===== src/rtl/wash_pkg.sv =====
// Purpose: shared state encoding and per-program BCD duration table for the washer sequencer.
// Latency: n/a (types, constants and pure functions only).
// Backpressure: n/a.
// Contents: state_e (also the PHASE encoding), dur_t, mode_dur(), state_dur(), is_timed().
package wash_pkg;

  typedef enum logic [2:0] {
    ST_IDLE  = 3'd0,
    ST_FILL  = 3'd1,
    ST_WASH  = 3'd2,
    ST_DRAIN = 3'd3,
    ST_RINSE = 3'd4,
    ST_SPIN  = 3'd5,
    ST_DONE  = 3'd6
  } state_e;

  // Two-digit BCD preset per timed state; every entry keeps both nibbles in 0..9.
  typedef struct packed {
    logic [7:0] fill;
    logic [7:0] wash;
    logic [7:0] drain;
    logic [7:0] rinse;
    logic [7:0] spin;
  } dur_t;

  function automatic dur_t mode_dur(input logic [1:0] mode);
    dur_t d;
    case (mode)
      2'd0:    d = '{fill: 8'h15, wash: 8'h31, drain: 8'h05, rinse: 8'h12, spin: 8'h20};
      2'd1:    d = '{fill: 8'h15, wash: 8'h45, drain: 8'h05, rinse: 8'h15, spin: 8'h30};
      2'd2:    d = '{fill: 8'h12, wash: 8'h20, drain: 8'h04, rinse: 8'h10, spin: 8'h10};
      default: d = '{fill: 8'h10, wash: 8'h09, drain: 8'h03, rinse: 8'h06, spin: 8'h40};
    endcase
    return d;
  endfunction

  function automatic logic [7:0] state_dur(input logic [1:0] mode, input state_e st);
    dur_t d;
    logic [7:0] r;
    d = mode_dur(mode);
    case (st)
      ST_FILL:  r = d.fill;
      ST_WASH:  r = d.wash;
      ST_DRAIN: r = d.drain;
      ST_RINSE: r = d.rinse;
      ST_SPIN:  r = d.spin;
      default:  r = 8'h00;
    endcase
    return r;
  endfunction

  // States whose exit is paced by the external timer's terminal count.
  function automatic logic is_timed(input state_e st);
    return (st == ST_FILL) || (st == ST_WASH) || (st == ST_DRAIN) ||
           (st == ST_RINSE) || (st == ST_SPIN);
  endfunction

endpackage


===== src/rtl/motor_dir_gen.sv =====
// Purpose: alternates drum direction forward/reverse every DIR_PERIOD enabled cycles, starting forward.
// Latency: direction flips on the edge ending the DIR_PERIOD-th unfrozen enabled cycle.
// Backpressure: freeze_i holds the phase counter and blanks both outputs; dropping en_i resets to forward.
// Ports: clk_i, rst_ni (async active-low), en_i, freeze_i -> motor_f_o, motor_r_o (never both high).
module motor_dir_gen #(
  parameter int DIR_PERIOD = 16
) (
  input  logic clk_i,
  input  logic rst_ni,
  input  logic en_i,
  input  logic freeze_i,
  output logic motor_f_o,
  output logic motor_r_o
);

  localparam int            CW   = $clog2(DIR_PERIOD + 1);
  localparam logic [CW-1:0] LAST = CW'(DIR_PERIOD - 1);

  logic [CW-1:0] cnt_q;
  logic          dir_q;  // 0 = forward, 1 = reverse

  always_ff @(posedge clk_i or negedge rst_ni) begin
    if (!rst_ni) begin
      cnt_q <= '0;
      dir_q <= 1'b0;
    end else if (!en_i) begin
      cnt_q <= '0;
      dir_q <= 1'b0;
    end else if (!freeze_i) begin
      if (cnt_q == LAST) begin
        cnt_q <= '0;
        dir_q <= ~dir_q;
      end else begin
        cnt_q <= cnt_q + CW'(1);
      end
    end
  end

  assign motor_f_o = en_i & ~freeze_i & ~dir_q;
  assign motor_r_o = en_i & ~freeze_i &  dir_q;

endmodule


===== src/rtl/wash_sequencer.sv =====
// Purpose: washer program FSM driving valve/pump/motor/lock/buzzer and presetting an external BCD timer.
// Latency: state changes one CP edge after START/QCC/ABORT is sampled; LOAD/RS appear in the new state's first cycle.
// Backpressure: PAUSE raises HOLD and blanks actuators in the same cycle; a QCC seen while paused is kept until release.
// Ports: CP, nCR, START, PAUSE, ABORT, MODE[1:0], QCC -> RS[7:0], LOAD, HOLD, VALVE, PUMP,
//        MOTOR_F, MOTOR_R, DOOR_LOCK, BUZZ, PHASE[2:0].
module wash_sequencer
  import wash_pkg::*;
#(
  parameter int RINSE_CNT   = 2,
  parameter int DIR_PERIOD  = 16,
  parameter int BUZZ_CYCLES = 8
) (
  input  logic       CP,
  input  logic       nCR,
  input  logic       START,
  input  logic       PAUSE,
  input  logic       ABORT,
  input  logic [1:0] MODE,
  input  logic       QCC,
  output logic [7:0] RS,
  output logic       LOAD,
  output logic       HOLD,
  output logic       VALVE,
  output logic       PUMP,
  output logic       MOTOR_F,
  output logic       MOTOR_R,
  output logic       DOOR_LOCK,
  output logic       BUZZ,
  output logic [2:0] PHASE
);

  localparam int            BW         = $clog2(BUZZ_CYCLES + 1);
  localparam logic [BW-1:0] BUZZ_LAST  = BW'(BUZZ_CYCLES - 1);
  localparam logic [1:0]    RINSE_LAST = 2'(RINSE_CNT);

  state_e        state_q, state_d, nxt;
  logic          load_q, load_d;
  logic [7:0]    rs_q, rs_d;
  logic [1:0]    mode_q, mode_d;
  logic [1:0]    rinse_q, rinse_d;  // rinse passes started so far
  logic          pend_q, pend_d;    // QCC seen while paused
  logic          abort_q, abort_d;  // program cancelled: next DRAIN exit goes to IDLE
  logic [BW-1:0] buzz_q, buzz_d;
  logic          adv;
  logic          mf, mr;

  always_comb begin
    state_d = state_q;
    load_d  = 1'b0;
    rs_d    = rs_q;
    mode_d  = mode_q;
    rinse_d = rinse_q;
    pend_d  = pend_q;
    abort_d = abort_q;
    buzz_d  = buzz_q;
    adv     = 1'b0;
    nxt     = state_q;
    case (state_q)
      ST_IDLE: begin
        if (START) begin
          mode_d  = MODE;
          rinse_d = '0;
          pend_d  = 1'b0;
          abort_d = 1'b0;
          adv     = 1'b1;
          nxt     = ST_FILL;
        end
      end
      ST_DONE: begin
        if (buzz_q == BUZZ_LAST) begin
          state_d = ST_IDLE;
          buzz_d  = '0;
        end else begin
          buzz_d = buzz_q + BW'(1);
        end
      end
      default: begin
        // ABORT outranks PAUSE and QCC; inside DRAIN it only marks the run as cancelled.
        if (ABORT && (state_q != ST_DRAIN)) begin
          adv     = 1'b1;
          nxt     = ST_DRAIN;
          abort_d = 1'b1;
          pend_d  = 1'b0;
        end else begin
          if (ABORT) abort_d = 1'b1;
          // The LOAD cycle's QCC belongs to the previous count and is dropped.
          if (!load_q) begin
            if (PAUSE) begin
              if (QCC) pend_d = 1'b1;
            end else if (QCC || pend_q) begin
              pend_d = 1'b0;
              adv    = 1'b1;
              case (state_q)
                ST_FILL:           nxt = (rinse_q == 2'd0) ? ST_WASH : ST_RINSE;
                ST_WASH, ST_RINSE: nxt = ST_DRAIN;
                ST_DRAIN: begin
                  if (abort_q || ABORT) begin
                    nxt = ST_IDLE;
                  end else if (rinse_q < RINSE_LAST) begin
                    nxt     = ST_FILL;
                    rinse_d = rinse_q + 2'd1;
                  end else begin
                    nxt = ST_SPIN;
                  end
                end
                ST_SPIN: begin
                  nxt    = ST_DONE;
                  buzz_d = '0;
                end
                default: nxt = ST_IDLE;
              endcase
            end
          end
        end
      end
    endcase
    if (adv) begin
      state_d = nxt;
      if (is_timed(nxt)) begin
        load_d = 1'b1;
        rs_d   = state_dur(mode_d, nxt);
      end
    end
  end

  always_ff @(posedge CP or negedge nCR) begin
    if (!nCR) begin
      state_q <= ST_IDLE;
      load_q  <= 1'b0;
      rs_q    <= 8'h00;
      mode_q  <= 2'd0;
      rinse_q <= 2'd0;
      pend_q  <= 1'b0;
      abort_q <= 1'b0;
      buzz_q  <= '0;
    end else begin
      state_q <= state_d;
      load_q  <= load_d;
      rs_q    <= rs_d;
      mode_q  <= mode_d;
      rinse_q <= rinse_d;
      pend_q  <= pend_d;
      abort_q <= abort_d;
      buzz_q  <= buzz_d;
    end
  end

  motor_dir_gen #(.DIR_PERIOD(DIR_PERIOD)) u_motor_dir (
    .clk_i     (CP),
    .rst_ni    (nCR),
    .en_i      ((state_q == ST_WASH) || (state_q == ST_RINSE)),
    .freeze_i  (PAUSE),
    .motor_f_o (mf),
    .motor_r_o (mr)
  );

  // Actuators decode the registered state; PAUSE gating is combinational so the
  // timer and loads stop in the very cycle PAUSE is raised.
  assign HOLD      = is_timed(state_q) & PAUSE;
  assign VALVE     = (state_q == ST_FILL) & ~HOLD;
  assign PUMP      = ((state_q == ST_DRAIN) || (state_q == ST_SPIN)) & ~HOLD;
  assign MOTOR_F   = mf | ((state_q == ST_SPIN) & ~HOLD);
  assign MOTOR_R   = mr;
  assign DOOR_LOCK = (state_q != ST_IDLE) && (state_q != ST_DONE);
  assign BUZZ      = (state_q == ST_DONE);
  assign PHASE     = state_q;
  assign LOAD      = load_q;
  assign RS        = rs_q;

endmodule

===== config.mk =====
export PLATFORM = sky130hd
export DESIGN_NAME = wash_sequencer
export DESIGN_NICKNAME = d
export VERILOG_FILES = /design/src/rtl/wash_pkg.sv /design/src/rtl/motor_dir_gen.sv /design/src/rtl/wash_sequencer.sv
export SDC_FILE = /design/constraint.sdc
export NUM_CORES = 1
export LEC_CHECK = 0
export BUFFER_PORTS_ARGS = -buffer_cell sky130_fd_sc_hd__buf_2
export CORE_AREA = 5 5 69 71
export CTS_BUF_LIST = sky130_fd_sc_hd__clkbuf_2
export CTS_CLUSTER_DIAMETER = 60
export DETAILED_ROUTE_END_ITERATION = 10
export DIE_AREA = 0 0 74 76
export GPL_TIMING_DRIVEN = 0
export PLACE_DENSITY = 0.74
export SLEW_MARGIN = 20
export SYNTH_ARGS = -nofsm -noshare
export SYNTH_HDL_FRONTEND = slang
export SYNTH_SLANG_ARGS = --single-unit

===== constraint.sdc =====
create_clock -name CP -period 3.05 [get_ports CP]
set_input_delay 0.1525 -clock CP [delete_from_list [all_inputs] [get_ports CP]]
set_output_delay 0.1525 -clock CP [all_outputs]
set_load 0.1 [all_outputs]

==> results.md, run 1 <==
- CTS Sinks: 27
- Crit path setup slack, layout: 261 ps
- Worst-Skew Late Latency: 350 ps
- Critical-path maximum fanout: 10
- Ant diodes: 0
- Startpoint Class: flip-flop
- Synth Cell Area: 1910 um^2
- Switch share: 0.590
- H-tree levels: 1
- FF+latch area: 677 um^2
- Postcts setup bufs: 0
- Max clock buf depth: 2
- Crit path time final: 2790 ps
- Wire length on met1: 2090 um
- Core area: 4170 um^2
- Die Width: 74 um
- Clock Skew: 4.04 ps
- Power, Total: 0.00246 W
- Layout fillers: 416
- Total GRT Usage: 0.170
- Worst-margin pin slew: 620 ps
- Top_reg_cell synth: dfrtp_1
- Setup crit end kind: flip-flop
- IO buf count: 25
- #FFs+latches synth: 27
- Initial DRC count: 159
- Layout cells sized above 1: 0.255
- Total of warnings raised by yosys: 0
- Layout Cells excl Fill: 299
- Crit share post-route: 0.914
- Drt first pass iters: 4
- Final Hold Fails: 0
- Max Clk Rate: 0.359 GHz
- Final setup fails: 0
- # Max-Cap Violations: 0
- Vias in the first global route: 1710
- Min Hold Slack: 74.1 ps
- Lkg Pwr: 1.00 nW
- Number of enable flip-flop cells after synthesis: 0
- Initial antenna violation count: 0
- Die ar.: 5620 um^2
- Net Count, Synth: 234
- Sequential share of power: 0.228
- Drt wl/cell: 15.3 um
- Largest net degree at the start of global routing: 28
- Setup TNS Final: 0 ps
- HP Class: input port to flip-flop
- Metal2 WL: 2190 um
- Sw power: 0.00145 W
- Unique cell type count in the Yosys netlist: 64
- # IOs: 27
- Data required time of the worst path: 3350 ps
- Area growth, synth to finish: 13.9%
- Max Slew Vio Count: 0
- Worst slack, placed: -31.0 ps
- Pwr dens: 1130 nW/um^2
- Detail Placement HPWL: 3400 um
- Clock slew at reported path FFs: 250 ps
- Placer congestion estimate: 0.918
- Worst VDD drop: 704 uV
- Unrepaired setup endpoints after global routing: no
- Placed Instances: 294
- Status: finished, final reports clean
- Final net count: 265
- Internal power: 0.00101 W
- GRT overflow: 0
- Syn Inst Count: 217
- Root Driver: clkbuf_2
- CTS tree: yes
- # rows: 24
- Final wirelength: 4560 um
- First-pass GRT wire length: 7850 um
- Die height: 76 um
- Mean cell area of the mapped netlist: 8.82 um^2
- Post-synth ARST share: 1.00
- Relative slew margins: 0.587
- Clock share of power: 0.056
- Initial Utilization: 0.459
- WP data arrival: 3090 ps
- Antenna-violating nets left: 0
- Comb power frac: 0.716
- Top layer in use: met4
- WL met3: 251 um
- Via count: 1761
- Setup Crit Path Kind: flip-flop to flip-flop
- Vias/cell: 5.89
- Area of the multi-input gates: 1160 um^2
- DRC Markers: 0
- Sequential area share after synthesis: 0.353
- CTS buffer count: 3
cell type report:
cell class	instances	share of cell area
plain buffers	14	0.0402
clock inverters	1	0.00230
well taps	52	0.0299
repair buffers	26	0.0620
clock buffers	3	0.00689
flip-flops and latches	27	0.311
multi-input cells	167	0.533
inverters	9	0.0155
worst max-delay path, stage by stage (launching register included):
cell	delay [ps]
dfrtp_2	460
buf_4	160
buf_2	200
nor3_4	260
nand2_2	170
mux2_2	340
inv_1	170
ha_1	170
nor2_1	50
or2_2	300
nor4_1	170
o21ai_1	110
a2bb2oi_1	160
per-layer routing:
metal  track usage  vias to the layer above
li1              -                      853
met1         0.261                      852
met2         0.256                       51
met3        0.0264                        5
met4        0.0254                        0
met5             0                        -
per-stage QoR:
step | area, um^2 | util
after floorplan | 1930 | -
after detailed placement | 2120 | 0.509
after global placement | 2120 | 0.509
after CTS | 2160 | 0.518
final | 2180 | 0.522
after global routing | 2180 | 0.522
layout by cell type (no fill, tap or decap), drive strengths merged, types with 3 or more instances in the layout:
cell type	n
buf	34
o21ai	11
inv	9
o31ai	4
a22o	5
dfrtp	27
nor3	7
clkbuf	7
nor4	5
a31oi	3
mux2i	3
nand3	9
ha	9
a21oi	8
or2	4
nand2b	3
nand2	26
a211oi	4
xnor2	3
nor2	23
power by group through the flow:
stage	combinational (W)	clock (W)	sequential, W
after floorplan	0.00104	0	0.000947
after global placement	0.00171	0	0.000558
after detailed placement	0.00173	0	0.000563
after CTS	0.00174	0.000148	0.000556
after global routing	0.00191	0.000163	0.000578
final	0.00176	0.000137	0.000561
sequential cells by signal, indices dropped and copies added (netlist names), 2 cells and up:
name               count
RS                     7
u_motor_dir.cnt_q      5
buzz_q                 4
PHASE                  3
mode_q                 2
rinse_q                2
repair_timing:
action / in CTS / in global routing
setup endpoints to repair: 1 / 1
resized for setup: 2 / 3
hold buffers: 1 / 0
hold endpoints to repair: 27 / 0
synth_stat cells, drive strengths merged, types with 3 or more instances:
library cell / count / area [um^2]
a211oi: 4 / 30.0
a21oi: 8 / 40.0
a22o: 5 / 43.8
a31oi: 3 / 18.8
buf: 10 / 65.1
clkbuf: 4 / 15.0
dfrtp: 27 / 676
ha: 9 / 113
inv: 9 / 33.8
mux2i: 3 / 30.0
nand2: 26 / 100
nand2b: 3 / 18.8
nand3: 9 / 45.0
nor2: 23 / 93.8
nor3: 7 / 35.0
nor4: 5 / 37.5
o21ai: 11 / 55.1
o31ai: 4 / 30.0
or2: 4 / 25.0
xnor2: 3 / 26.3
kinds of logic (layout without fill, tap and decap cells):
kind of cell    count (synthesis)  after routing  synth area share
compound gates                 56             56             0.223
flops                          27             27             0.353
simple gates                   92             92             0.256
other cells                     1              1           0.00196
mux                             5              5            0.0294
buf+inv                        23             53            0.0595
xor+xnor                        4              4            0.0183
fa+ha+maj                       9              9            0.0588
worst paths after layout:
kind                       startpoint              endpoint  slack (ps)  cells past startpoint
hold / removal                MODE[0]             mode_q[0]          70                      2
hold reg to reg            rinse_q[0]            rinse_q[0]         500                      1
setup reg to reg             PHASE[1]                 RS[0]         260                     12
min in group asynchronous         nCR  u_motor_dir.cnt_q[2]         300                      2
setup / recovery             PHASE[1]                 RS[0]         260                     12
max in group asynchronous         nCR              PHASE[1]        2330                      2
Power figures use the tool's default switching activity.
==> run 2: changes to the inputs <==
Settings changed: RECOVER_POWER set to 50.
==> run 2 against run 1 <==
Net effect:
- the run now ends with max-capacitance violations, max-slew violations left
- worst hold slack gained 2.3 ps
- sequential power is essentially flat
- register-to-register slack is essentially flat
- clock power is essentially flat
- critical path type unchanged
- largest cell class unchanged
==> results.md, run 2 (synthesized netlist as in run 1, its figures left out) <==
- Relative slew margins: -0.00146 (was 0.587)
- Worst Hold End: mode_q[0] (unchanged)
- Area of the multi-input gates: 1160 um^2 (unchanged)
- Global routing usage on met3: 0.0264 (unchanged)
- Critical R2R Launch: PHASE[1] (unchanged)
- Final Cell Area: 2170 um^2 (was 2180 um^2)
- Root Driver: clkbuf_2 (unchanged)
- Failing checks: max-capacitance violations, max-slew violations
- Crit path setup slack, layout: 265 ps (was 261 ps)
- Layout Cells excl Fill: 299 (unchanged)
- Crit Reg-Reg Endpoint: RS[0] (unchanged)
- Switch share: 0.593 (was 0.590)
- HP Class: input port to flip-flop (unchanged)
- Area growth, synth to finish: 13.2% (was 13.9%)
- Core area: 4170 um^2 (unchanged)
- Placed Instances: 294 (unchanged)
- Grt met1 use: 0.261 (unchanged)
- Placer congestion estimate: 0.918 (unchanged)
- Detail Placement HPWL: 3400 um (unchanged)
- Commonest cells after routing, fill and taps aside: dfrtp_1, nand2_1, nor2_1 (was buf_2, dfrtp_1, nand2_1)
- Placed cell areas: 2120 um^2 (unchanged)
- Sw power: 0.00145 W (about the same)
- Hold Crit Depth: 2 (unchanged)
- Pwr dens: 1130 nW/um^2 (about the same)
- Worst slack, placed: -31.0 ps (unchanged)
- Crit share post-route: 0.913 (was 0.914)
- Setup TNS Final: 0 ps (unchanged)
- R2R cell count: 12 (unchanged)
- Final wirelength: 4530 um (was 4560 um)
- Startpoint Class: flip-flop (unchanged)
- Initial antenna violation count: 0 (unchanged)
- Ant diodes: 0 (unchanged)
- Critical-path maximum fanout: 10 (unchanged)
- Max FFs per register: 7 (unchanged)
- Min Hold Slack: 76.4 ps (was 74.1 ps)
- Drt wl/cell: 15.2 um (was 15.3 um)
- FF+latch area: 677 um^2 (unchanged)
- Initial DRC count: 151 (was 159)
- WP data arrival: 3090 ps (about the same)
- Via count: 1759 (was 1761)
- Met2 Usage GRT: 0.256 (unchanged)
- Lkg Pwr: 0.969 nW (was 1.00 nW)
- Setup crit end kind: flip-flop (unchanged)
- Setup Crit Path Kind: flip-flop to flip-flop (unchanged)
- Final net count: 265 (unchanged)
- Min-delay src: MODE[0] (unchanged)
- # Max-Cap Violations: 1 (was 0)
- Initial Utilization: 0.459 (unchanged)
- GRT overflow: 0 (unchanged)
- Antenna-violating nets left: 0 (unchanged)
- H-tree levels: 1 (unchanged)
- CTS buffer count: 3 (unchanged)
- Final Hold Fails: 0 (unchanged)
- Commonest non-fill, non-tap cell in the layout: dfrtp_1 (was buf_2)
- Max clock buf depth: 2 (unchanged)
- Max Slew Vio Count: 27 (was 0)
- Comb power frac: 0.714 (was 0.716)
- # rows: 24 (unchanged)
- # IOs: 27 (unchanged)
- Worst-Skew Late Latency: 350 ps (about the same)
- Die Width: 74 um (unchanged)
- Most Used Layer, Global Route: met1 (unchanged)
- Largest net degree at the start of global routing: 28 (unchanged)
- Worst VDD drop: 696 uV (was 704 uV)
- IO buf count: 25 (unchanged)
- Worst-margin pin slew: 1500 ps (was 620 ps)
- Reg2Reg Setup Slack: 260 ps (about the same)
- CTS tree: yes (unchanged)
- Sequential share of power: 0.230 (was 0.228)
- Internal power: 0.000993 W (was 0.00101 W)
- Layout fillers: 421 (was 416)
- Data required time of the worst path: 3350 ps (about the same)
- Die height: 76 um (unchanged)
- DRC Markers: 0 (unchanged)
- Drt first pass iters: 4 (unchanged)
- Clock Skew: 3.36 ps (was 4.04 ps)
- First-pass GRT wire length: 7850 um (unchanged)
- Clock share of power: 0.056 (about the same)
- CTS Sinks: 27 (unchanged)
- Final setup fails: 0 (unchanged)
- Vias/cell: 5.88 (was 5.89)
- Status: finished, violations left (was finished, final reports clean)
- Max Clk Rate: 0.359 GHz (about the same)
- Layout cells sized above 1: 0.215 (was 0.255)
- Crit path time final: 2790 ps (about the same)
- Die ar.: 5620 um^2 (unchanged)
- Total GRT Usage: 0.170 (unchanged)
- Clock slew at reported path FFs: 250 ps (about the same)
- Unrepaired setup endpoints after global routing: no (unchanged)
- Vias in the first global route: 1710 (unchanged)
==> run 2: cell count changes in the layout (fill, tap and decap cells not counted), sizes merged <==
cell / delta
clkbuf: +10
buf: -10
==> run 2: final cells by class <==
cell class / count / area share
Sequential cell: 27 / 0.312
Timing Repair Buffer: 26 / 0.0566
Tap cell: 52 / 0.0300
Clock inverter: 1 / 0.00231
Buffer: 14 / 0.0404
Multi-Input combinational cell: 167 / 0.536
Clock buffer: 3 / 0.00693
Inverter: 9 / 0.0156
==> run 2: power groups by stage <==
stage	Combinational (W)	Sequential [W]	Clock, W
detailed placement	0.00173	0.000563	0
global placement	0.00171	0.000558	0
floorplan	0.00104	0.000947	0
finish	0.00174	0.000562	0.000136
CTS	0.00174	0.000556	0.000148
global route	0.00189	0.000579	0.000163
==> run 2: timing repair <==
| item | 4_1_cts | 5_1_grt |
|---|---|---|
| endpoints found under the hold margin | 27 | 0 |
| resized for setup | 2 | 3 |
| endpoints found under the setup margin | 1 | 1 |
| hold buffers | 1 | 0 |
| buffers inserted | 0 | 0 |
| pin swaps | 0 | 0 |
==> run 2: metrics by stage <==
stage,utilization,total power (W)
global placement,0.509,0.00227
CTS,0.518,0.00245
detailed placement,0.509,0.00229
global route,0.519,0.00263
finish,0.519,0.00244
floorplan,-,0.00199
==> run 2: worst max-delay path by stage <==
stage | startpoint | end | slack (ps) | depth (start not counted)
finish | PHASE[1] | RS[0] | 260 | 12
global route | PHASE[1] | RS[0] | 8 | 12
CTS | PHASE[1] | RS[0] | 70 | 11
detailed placement | PHASE[1] | RS[0] | -30 | 11
global placement | PHASE[1] | RS[0] | -20 | 11
floorplan | PHASE[2] | MOTOR_R | -330 | 6
==> run 2: layer usage <==
| metal | routed length [um] | vias to the layer above |
|---|---|---|
| met4 | 25 | 0 |
| met2 | 2200 | 42 |
| met3 | 256 | 5 |
| met1 | 2040 | 858 |
| li1 | - | 854 |
| met5 | 0 | - |
==> run 2: critical path: stages, from the launching register on <==
cell and delay (ps):
dfrtp_2 460, buf_4 160, buf_2 200, nor3_4 260, nand2_2 170, mux2_2 340
inv_1 170, ha_1 170, nor2_1 50, or2_2 300, nor4_1 170, o21ai_1 110
a2bb2oi_1 160
